[src/rtl/mc_ctrl_pkg.sv]
// Shared encodings for the RV32I multicycle control path: states, opcodes,
// immediate formats, ALU operations and writeback selects.
package mc_ctrl_pkg;

    localparam int unsigned STATE_W   = 3;
    localparam int unsigned OPC_W     = 7;
    localparam int unsigned IMM_SEL_W = 3;
    localparam int unsigned ALU_OP_W  = 4;
    localparam int unsigned WB_SEL_W  = 2;

    typedef enum logic [STATE_W-1:0] {
        S_FETCH  = 3'd0,
        S_DECODE = 3'd1,
        S_EXEC   = 3'd2,
        S_MEM    = 3'd3,
        S_WB     = 3'd4
    } state_t;

    localparam logic [OPC_W-1:0] OPC_LOAD   = 7'b0000011;
    localparam logic [OPC_W-1:0] OPC_STORE  = 7'b0100011;
    localparam logic [OPC_W-1:0] OPC_BRANCH = 7'b1100011;
    localparam logic [OPC_W-1:0] OPC_JAL    = 7'b1101111;
    localparam logic [OPC_W-1:0] OPC_JALR   = 7'b1100111;
    localparam logic [OPC_W-1:0] OPC_OP     = 7'b0110011;
    localparam logic [OPC_W-1:0] OPC_OP_IMM = 7'b0010011;
    localparam logic [OPC_W-1:0] OPC_LUI    = 7'b0110111;
    localparam logic [OPC_W-1:0] OPC_AUIPC  = 7'b0010111;
    localparam logic [OPC_W-1:0] OPC_FENCE  = 7'b0001111;
    localparam logic [OPC_W-1:0] OPC_SYSTEM = 7'b1110011;

    localparam logic [IMM_SEL_W-1:0] IMM_I = 3'd0;
    localparam logic [IMM_SEL_W-1:0] IMM_S = 3'd1;
    localparam logic [IMM_SEL_W-1:0] IMM_B = 3'd2;
    localparam logic [IMM_SEL_W-1:0] IMM_U = 3'd3;
    localparam logic [IMM_SEL_W-1:0] IMM_J = 3'd4;

    localparam logic [ALU_OP_W-1:0] ALU_ADD  = 4'd0;
    localparam logic [ALU_OP_W-1:0] ALU_SUB  = 4'd1;
    localparam logic [ALU_OP_W-1:0] ALU_SLL  = 4'd2;
    localparam logic [ALU_OP_W-1:0] ALU_SLT  = 4'd3;
    localparam logic [ALU_OP_W-1:0] ALU_SLTU = 4'd4;
    localparam logic [ALU_OP_W-1:0] ALU_XOR  = 4'd5;
    localparam logic [ALU_OP_W-1:0] ALU_SRL  = 4'd6;
    localparam logic [ALU_OP_W-1:0] ALU_SRA  = 4'd7;
    localparam logic [ALU_OP_W-1:0] ALU_OR   = 4'd8;
    localparam logic [ALU_OP_W-1:0] ALU_AND  = 4'd9;
    localparam logic [ALU_OP_W-1:0] ALU_LUI  = 4'd10;

    localparam logic [WB_SEL_W-1:0] WB_PC4 = 2'd0;
    localparam logic [WB_SEL_W-1:0] WB_ALU = 2'd1;
    localparam logic [WB_SEL_W-1:0] WB_LD  = 2'd2;

    // funct3/funct7 to ALU op; only register-register ops use funct7 for SUB
    function automatic logic [ALU_OP_W-1:0] alu_from_funct(input logic [2:0] f3,
                                                          input logic f7_5,
                                                          input logic is_rr);
        case (f3)
            3'b000:  return (is_rr && f7_5) ? ALU_SUB : ALU_ADD;
            3'b001:  return ALU_SLL;
            3'b010:  return ALU_SLT;
            3'b011:  return ALU_SLTU;
            3'b100:  return ALU_XOR;
            3'b101:  return f7_5 ? ALU_SRA : ALU_SRL;
            3'b110:  return ALU_OR;
            default: return ALU_AND;
        endcase
    endfunction

endpackage

[src/rtl/mc_ctrl_decode.sv]
// Combinational IR-field decode: datapath selects, instruction class and
// branch resolution.
module mc_decode
    import mc_ctrl_pkg::*;
(
    input  logic [6:0] op,
    input  logic [2:0] funct3,
    input  logic       funct7_5,
    input  logic       br_less,
    input  logic       br_equal,
    output logic [2:0] imm_sel,
    output logic [3:0] alu_op,
    output logic       opa_sel,
    output logic       opb_sel,
    output logic       br_un,
    output logic [1:0] wb_sel,
    output logic       is_branch,
    output logic       is_jump,
    output logic       is_load,
    output logic       is_store,
    output logic       no_wb,
    output logic       illegal,
    output logic       br_taken
);

    always_comb begin
        imm_sel   = IMM_I;
        alu_op    = ALU_ADD;
        opa_sel   = 1'b0;
        opb_sel   = 1'b0;
        br_un     = 1'b0;
        wb_sel    = WB_PC4;
        is_branch = 1'b0;
        is_jump   = 1'b0;
        is_load   = 1'b0;
        is_store  = 1'b0;
        no_wb     = 1'b0;
        illegal   = 1'b0;
        case (op)
            OPC_OP: begin
                alu_op = alu_from_funct(funct3, funct7_5, 1'b1);
                wb_sel = WB_ALU;
            end
            OPC_OP_IMM: begin
                opb_sel = 1'b1;
                alu_op  = alu_from_funct(funct3, funct7_5, 1'b0);
                wb_sel  = WB_ALU;
            end
            OPC_LOAD: begin
                opb_sel = 1'b1;
                is_load = 1'b1;
                wb_sel  = WB_LD;
            end
            OPC_STORE: begin
                imm_sel  = IMM_S;
                opb_sel  = 1'b1;
                is_store = 1'b1;
            end
            OPC_BRANCH: begin
                imm_sel   = IMM_B;
                opa_sel   = 1'b1;
                opb_sel   = 1'b1;
                br_un     = funct3[2] & funct3[1];
                is_branch = 1'b1;
                illegal   = (funct3[2:1] == 2'b01);
            end
            OPC_JAL: begin
                imm_sel = IMM_J;
                opa_sel = 1'b1;
                opb_sel = 1'b1;
                is_jump = 1'b1;
            end
            OPC_JALR: begin
                opb_sel = 1'b1;
                is_jump = 1'b1;
            end
            OPC_LUI: begin
                imm_sel = IMM_U;
                opb_sel = 1'b1;
                alu_op  = ALU_LUI;
                wb_sel  = WB_ALU;
            end
            OPC_AUIPC: begin
                imm_sel = IMM_U;
                opa_sel = 1'b1;
                opb_sel = 1'b1;
                wb_sel  = WB_ALU;
            end
            OPC_FENCE, OPC_SYSTEM: no_wb = 1'b1;
            default: illegal = 1'b1;
        endcase
    end

    // branch condition from BRC flags; reserved funct3 never takes
    always_comb begin
        case (funct3)
            3'b000:  br_taken = br_equal;
            3'b001:  br_taken = ~br_equal;
            3'b100:  br_taken = br_less;
            3'b101:  br_taken = ~br_less;
            3'b110:  br_taken = br_less;
            3'b111:  br_taken = ~br_less;
            default: br_taken = 1'b0;
        endcase
    end

endmodule

[src/rtl/mc_ctrl.sv]
// Multicycle RV32I sequencer: FETCH/DECODE/EXEC/MEM/WB with req/ack memories
// and a single retire pulse (o_pc_wren) per instruction.
module mc_ctrl
    import mc_ctrl_pkg::*;
#(
    parameter bit RST_PC_EN = 1'b1
) (
    input  logic       i_clk,
    input  logic       i_rst_n,
    input  logic [6:0] i_op,
    input  logic [2:0] i_funct3,
    input  logic       i_funct7_5,
    input  logic       i_br_less,
    input  logic       i_br_equal,
    input  logic       i_imem_ack,
    input  logic       i_dmem_ack,
    output logic       o_imem_req,
    output logic       o_ir_wren,
    output logic       o_pc_wren,
    output logic       o_pc_sel,
    output logic       o_rd_wren,
    output logic       o_opa_sel,
    output logic       o_opb_sel,
    output logic       o_br_un,
    output logic [2:0] o_imm_sel,
    output logic [3:0] o_alu_op,
    output logic [1:0] o_wb_sel,
    output logic       o_dmem_req,
    output logic       o_mem_wren,
    output logic       o_ldr_wren,
    output logic       o_insn_vld,
    output logic       o_illegal,
    output logic [2:0] o_state
);

    state_t     state, state_nxt;
    logic [2:0] imm_sel;
    logic [3:0] alu_op;
    logic [1:0] wb_sel;
    logic       opa_sel, opb_sel, br_un;
    logic       is_branch, is_jump, is_load, is_store, no_wb, illegal, br_taken;
    logic       retire;

    mc_decode u_decode (
        .op        (i_op),
        .funct3    (i_funct3),
        .funct7_5  (i_funct7_5),
        .br_less   (i_br_less),
        .br_equal  (i_br_equal),
        .imm_sel   (imm_sel),
        .alu_op    (alu_op),
        .opa_sel   (opa_sel),
        .opb_sel   (opb_sel),
        .br_un     (br_un),
        .wb_sel    (wb_sel),
        .is_branch (is_branch),
        .is_jump   (is_jump),
        .is_load   (is_load),
        .is_store  (is_store),
        .no_wb     (no_wb),
        .illegal   (illegal),
        .br_taken  (br_taken)
    );

    always_ff @(posedge i_clk) begin
        if (!i_rst_n) state <= S_FETCH;
        else          state <= state_nxt;
    end

    assign o_state = state;

    always_comb begin
        state_nxt  = state;
        retire     = 1'b0;
        o_imem_req = 1'b0;
        o_ir_wren  = 1'b0;
        o_pc_wren  = 1'b0;
        o_pc_sel   = 1'b0;
        o_rd_wren  = 1'b0;
        o_dmem_req = 1'b0;
        o_mem_wren = 1'b0;
        o_ldr_wren = 1'b0;
        o_imm_sel  = '0;
        o_alu_op   = '0;
        o_opa_sel  = 1'b0;
        o_opb_sel  = 1'b0;
        o_br_un    = 1'b0;
        o_wb_sel   = '0;

        // IR is only meaningful once latched
        if (state != S_FETCH) begin
            o_imm_sel = imm_sel;
            o_alu_op  = alu_op;
            o_opa_sel = opa_sel;
            o_opb_sel = opb_sel;
            o_br_un   = br_un;
            o_wb_sel  = wb_sel;
        end

        case (state)
            S_FETCH: begin
                o_imem_req = 1'b1;
                if (i_imem_ack) begin
                    o_ir_wren = 1'b1;
                    state_nxt = S_DECODE;
                end
            end
            S_DECODE: state_nxt = S_EXEC;
            S_EXEC: begin
                if (illegal) begin
                    state_nxt = S_WB;
                end else if (is_branch) begin
                    o_pc_sel  = br_taken;
                    o_pc_wren = 1'b1;
                    retire    = 1'b1;
                    state_nxt = S_FETCH;
                end else if (is_jump) begin
                    o_rd_wren = 1'b1;
                    o_pc_sel  = 1'b1;
                    o_pc_wren = 1'b1;
                    retire    = 1'b1;
                    state_nxt = S_FETCH;
                end else if (is_load || is_store) begin
                    state_nxt = S_MEM;
                end else begin
                    state_nxt = S_WB;
                end
            end
            S_MEM: begin
                o_dmem_req = 1'b1;
                o_mem_wren = is_store;
                if (i_dmem_ack) begin
                    if (is_store) begin
                        o_pc_wren = 1'b1;
                        retire    = 1'b1;
                        state_nxt = S_FETCH;
                    end else begin
                        o_ldr_wren = 1'b1;
                        state_nxt  = S_WB;
                    end
                end
            end
            S_WB: begin
                o_rd_wren = ~(no_wb | illegal);
                o_pc_wren = 1'b1;
                retire    = 1'b1;
                state_nxt = S_FETCH;
            end
            default: state_nxt = S_FETCH;
        endcase

        o_insn_vld = retire & ~illegal;
        o_illegal  = retire & illegal;

        // hold the datapath quiet while reset is asserted
        if (!i_rst_n) begin
            o_imem_req = 1'b0;
            o_ir_wren  = 1'b0;
            o_pc_wren  = RST_PC_EN;
            o_pc_sel   = 1'b0;
            o_rd_wren  = 1'b0;
            o_dmem_req = 1'b0;
            o_mem_wren = 1'b0;
            o_ldr_wren = 1'b0;
            o_insn_vld = 1'b0;
            o_illegal  = 1'b0;
            o_imm_sel  = '0;
            o_alu_op   = '0;
            o_opa_sel  = 1'b0;
            o_opb_sel  = 1'b0;
            o_br_un    = 1'b0;
            o_wb_sel   = '0;
        end
    end

endmodule

[config.mk]
export PLATFORM = sky130hd
export DESIGN_NAME = mc_ctrl
export DESIGN_NICKNAME = d
export VERILOG_FILES = /design/src/rtl/mc_ctrl_pkg.sv /design/src/rtl/mc_ctrl_decode.sv /design/src/rtl/mc_ctrl.sv
export SDC_FILE = /design/constraint.sdc
export NUM_CORES = 1
export LEC_CHECK = 0
export ABC_AREA = 1
export ABC_CLOCK_PERIOD_IN_PS = 3500
export CELL_PAD_IN_SITES_DETAIL_PLACEMENT = 0
export CELL_PAD_IN_SITES_GLOBAL_PLACEMENT = 1
export CORE_ASPECT_RATIO = 1.1
export CORE_MARGIN = 2
export CORE_UTILIZATION = 30
export DETAILED_ROUTE_END_ITERATION = 10
export DONT_BUFFER_PORTS = 1
export GPL_TIMING_DRIVEN = 0
export PLACE_DENSITY_LB_ADDON = 0.1
export SYNTH_ARGS = -nofsm -noshare
export SYNTH_HDL_FRONTEND = slang
export SYNTH_SLANG_ARGS = --single-unit
[constraint.sdc]
create_clock -name i_clk -period 3.5 [get_ports i_clk]
set_clock_uncertainty 0.05 [all_clocks]
set_input_delay 0.875 -clock i_clk [delete_from_list [all_inputs] [get_ports i_clk]]
set_output_delay 0.875 -clock i_clk [all_outputs]
set_load 0.05 [all_outputs]
==> results of run 1 <==
area by class of cell:
class,instances,area [sq um]
Fill cell,284,1410
Multi-Input combinational cell,111,598
Inverter,20,75.1
Sequential cell,3,60.1
Tap cell,30,37.5
Clock buffer,4,26.3
cell families (layout without fill, tap and decap cells):
| kind of cell | after synthesis | count (layout) | share of synthesized area, % |
|---|---|---|---|
| and+or+nand+nor | 93 | 93 | 65.2 |
| buffers and inverters | 20 | 24 | 10.8 |
| AOI/OAI and AO/OA | 18 | 18 | 15.3 |
| DFF | 3 | 3 | 8.66 |
stage by stage:
step | utilization (%) | setup WS [ns] | hold slack [ns]
2_1_floorplan | - | 0.238 | 0.708
3_3_place_gp | 33.8 | 0.0863 | 0.749
3_5_place_dp | 34.2 | 0.159 | 0.739
4_1_cts | 35.8 | -0.0679 | 0.764
5_1_grt | 36.1 | -0.260 | 0.807
6_report | 36.1 | -0.0719 | 0.755
critical path, stage by stage (launching register included):
cell and delay (ns):
dfxtp_1 0.63, inv_1 0.26, nand3_2 0.19, nand2_1 0.20, inv_1 0.12, nand3_1 0.16, o22ai_1 0.85
synthesized netlist by cell type (all sizes together):
master / instances
a31oi: 3
o21ai: 4
a21boi: 1
nand3: 15
clkinv: 1
o31ai: 1
nor2: 26
o22ai: 3
nor3: 5
dfxtp: 3
or2: 1
o2111ai: 1
nand2: 42
nor3b: 2
nand4: 1
inv: 19
nor4: 1
a21oi: 5
final timing paths:
| check | cells past startpoint | slack (ns) | endpoint | startpoint |
|---|---|---|---|---|
| worst max register to register | 6 | 1.52 | o_state[0]$_SDFFE_PN0P_ | o_state[1]$_SDFFE_PN0P_ |
| worst min-delay path | 2 | 0.76 | o_state[1]$_SDFFE_PN0P_ | o_state[0]$_SDFFE_PN0P_ |
| worst min register to register | 2 | 0.76 | o_state[1]$_SDFFE_PN0P_ | o_state[0]$_SDFFE_PN0P_ |
| worst max-delay path | 6 | -0.07 | o_alu_op[3] | o_state[1]$_SDFFE_PN0P_ |
where the power goes:
group	switching (mW)	total [mW]	internal, mW
registers	0.0210	0.0601	0.0391
clock network	0.0186	0.0614	0.0427
logic	0.0721	0.0948	0.0227
total	0.112	0.216	0.105
repair_timing:
action                                 CTS  global route
gates resized for setup                  3             2
setup endpoints to repair                6             8
endpoints found under the hold margin    0             0
gates cloned                             0             0
per-layer routing:
| metal | share of wire, % | wire, um | global-route usage, % |
|---|---|---|---|
| met4 | 0.39 | 8 | 4.17 |
| met1 | 42 | 853 | 16.9 |
| met5 | 0 | 0 | 0 |
| met3 | 5.4 | 110 | 3.01 |
| met2 | 52 | 1060 | 31.6 |
==> flow_summary.toml, run 1 <==
[run_status]
outcome = "finished with violations"
violations = "setup timing"

[clock_tree]
path_clk_slew_ns = 0.04
root_buffer = "clkbuf_4"
numCtsBuffers = 3
cts_htree_levels = 1
cts_sinks = 3
clk_latency_ns = 0.24
hold_buffers = 0
clockBufferDepth = 2
cts_tree = "done"
post-cts-setup-buffers = 0

[yosys]
syn_nets = 151
yosys_register_bits = 3
ys_seq_area_share_pct = 8.66
ys_warn_count = 0
synth.avg_cell_area_sq_um = 5.17
yosys.area.top_type = "nand2_1"
ys_top_cells_by_area = "nand2_1 (20%), nor2_1 (11%), dfxtp_1 (8.7%), inv_1 (8.7%), nand3_1 (7.2%)"
synth_cell_type_count = 24
syn_area_sq_um = 693
synth_top_area_share_pct = 20.0
synth_cells = 134

[finish]
final_cell_mix = "nand2_1 (37), nor2_1 (17), inv_1 (16)"
diodes = 0
area_growth_pct = 15.0
final_nets = 156
largest_register_ffs = 3
final_common_cell = "nand2_1"
drive_gt1_share_pct = 21.0
fin_area_sq_um = 797
stdcell_count = 168

[power]
power_mw = 0.216
peakVddDrop_v = 0.000204
power_density_nw_per_um2 = 271
leakagePower_nw = 0.337

[global_routing]
overflow = 0
grt_pass1_wl_um = 3330
antenna_found_initial = 0
grt_pass1_vias = 786
grt_max_degree = 9
track_usage_pct = 15.7

[timing]
finalHoldViolations = 0
max_freq_ghz = 0.280
fin_crit_ns = 3.57
fin_crit_sh_pct = 102
slew_headroom_pct = 19.0
rsz0062_at_grt = "yes"
slew_violations = 0
final.setup.worst_slack_ns = -0.0719
finalSetupViolCount = 3
worst_slew_pin_slew_ns = 1.21
setup_tns_ns = -0.206

[place]
dp_hpwl_um = 1710
dpl_cell_area_sq_um = 756
gp_congestion = 0.849
place.port_buffers = 0
placedCellCount = 164

[floorplan]
fp-row-count = 18
die-area_sq_um = 2710
dieWidth_um = 49.8
die_y_um = 54.4
ios = 42
start_util_pct = 31.4
core_area_sq_um = 2210

[critical_path]
crit_required_ns = 2.57
worstPathArrival_ns = 2.65
end_kind = "output pin"
worstSetupPathType = "flip-flop to output pin"
cp_max_fo = 7
cp-start-kind = "flip-flop"

[min_path]
hold_class = "flip-flop to flip-flop"

[routing]
drtAntennaViolNets = 0
drtIter0Drc = 9
drcViolationCount = 0
totalWireLength_um = 2030
wire_per_inst_um = 12.1
routed_via_density = 5.10
dr.pass1.iters = 3
vias = 857

[job]
cap_violations = 0
Power figures use the tool's default switching activity.
==> inputs of run 2 (changes only) <==
Settings changed: RECOVER_POWER set to 50.
==> results of run 2 <==
Final layout, timing and power as in run 1 (identical DEF).
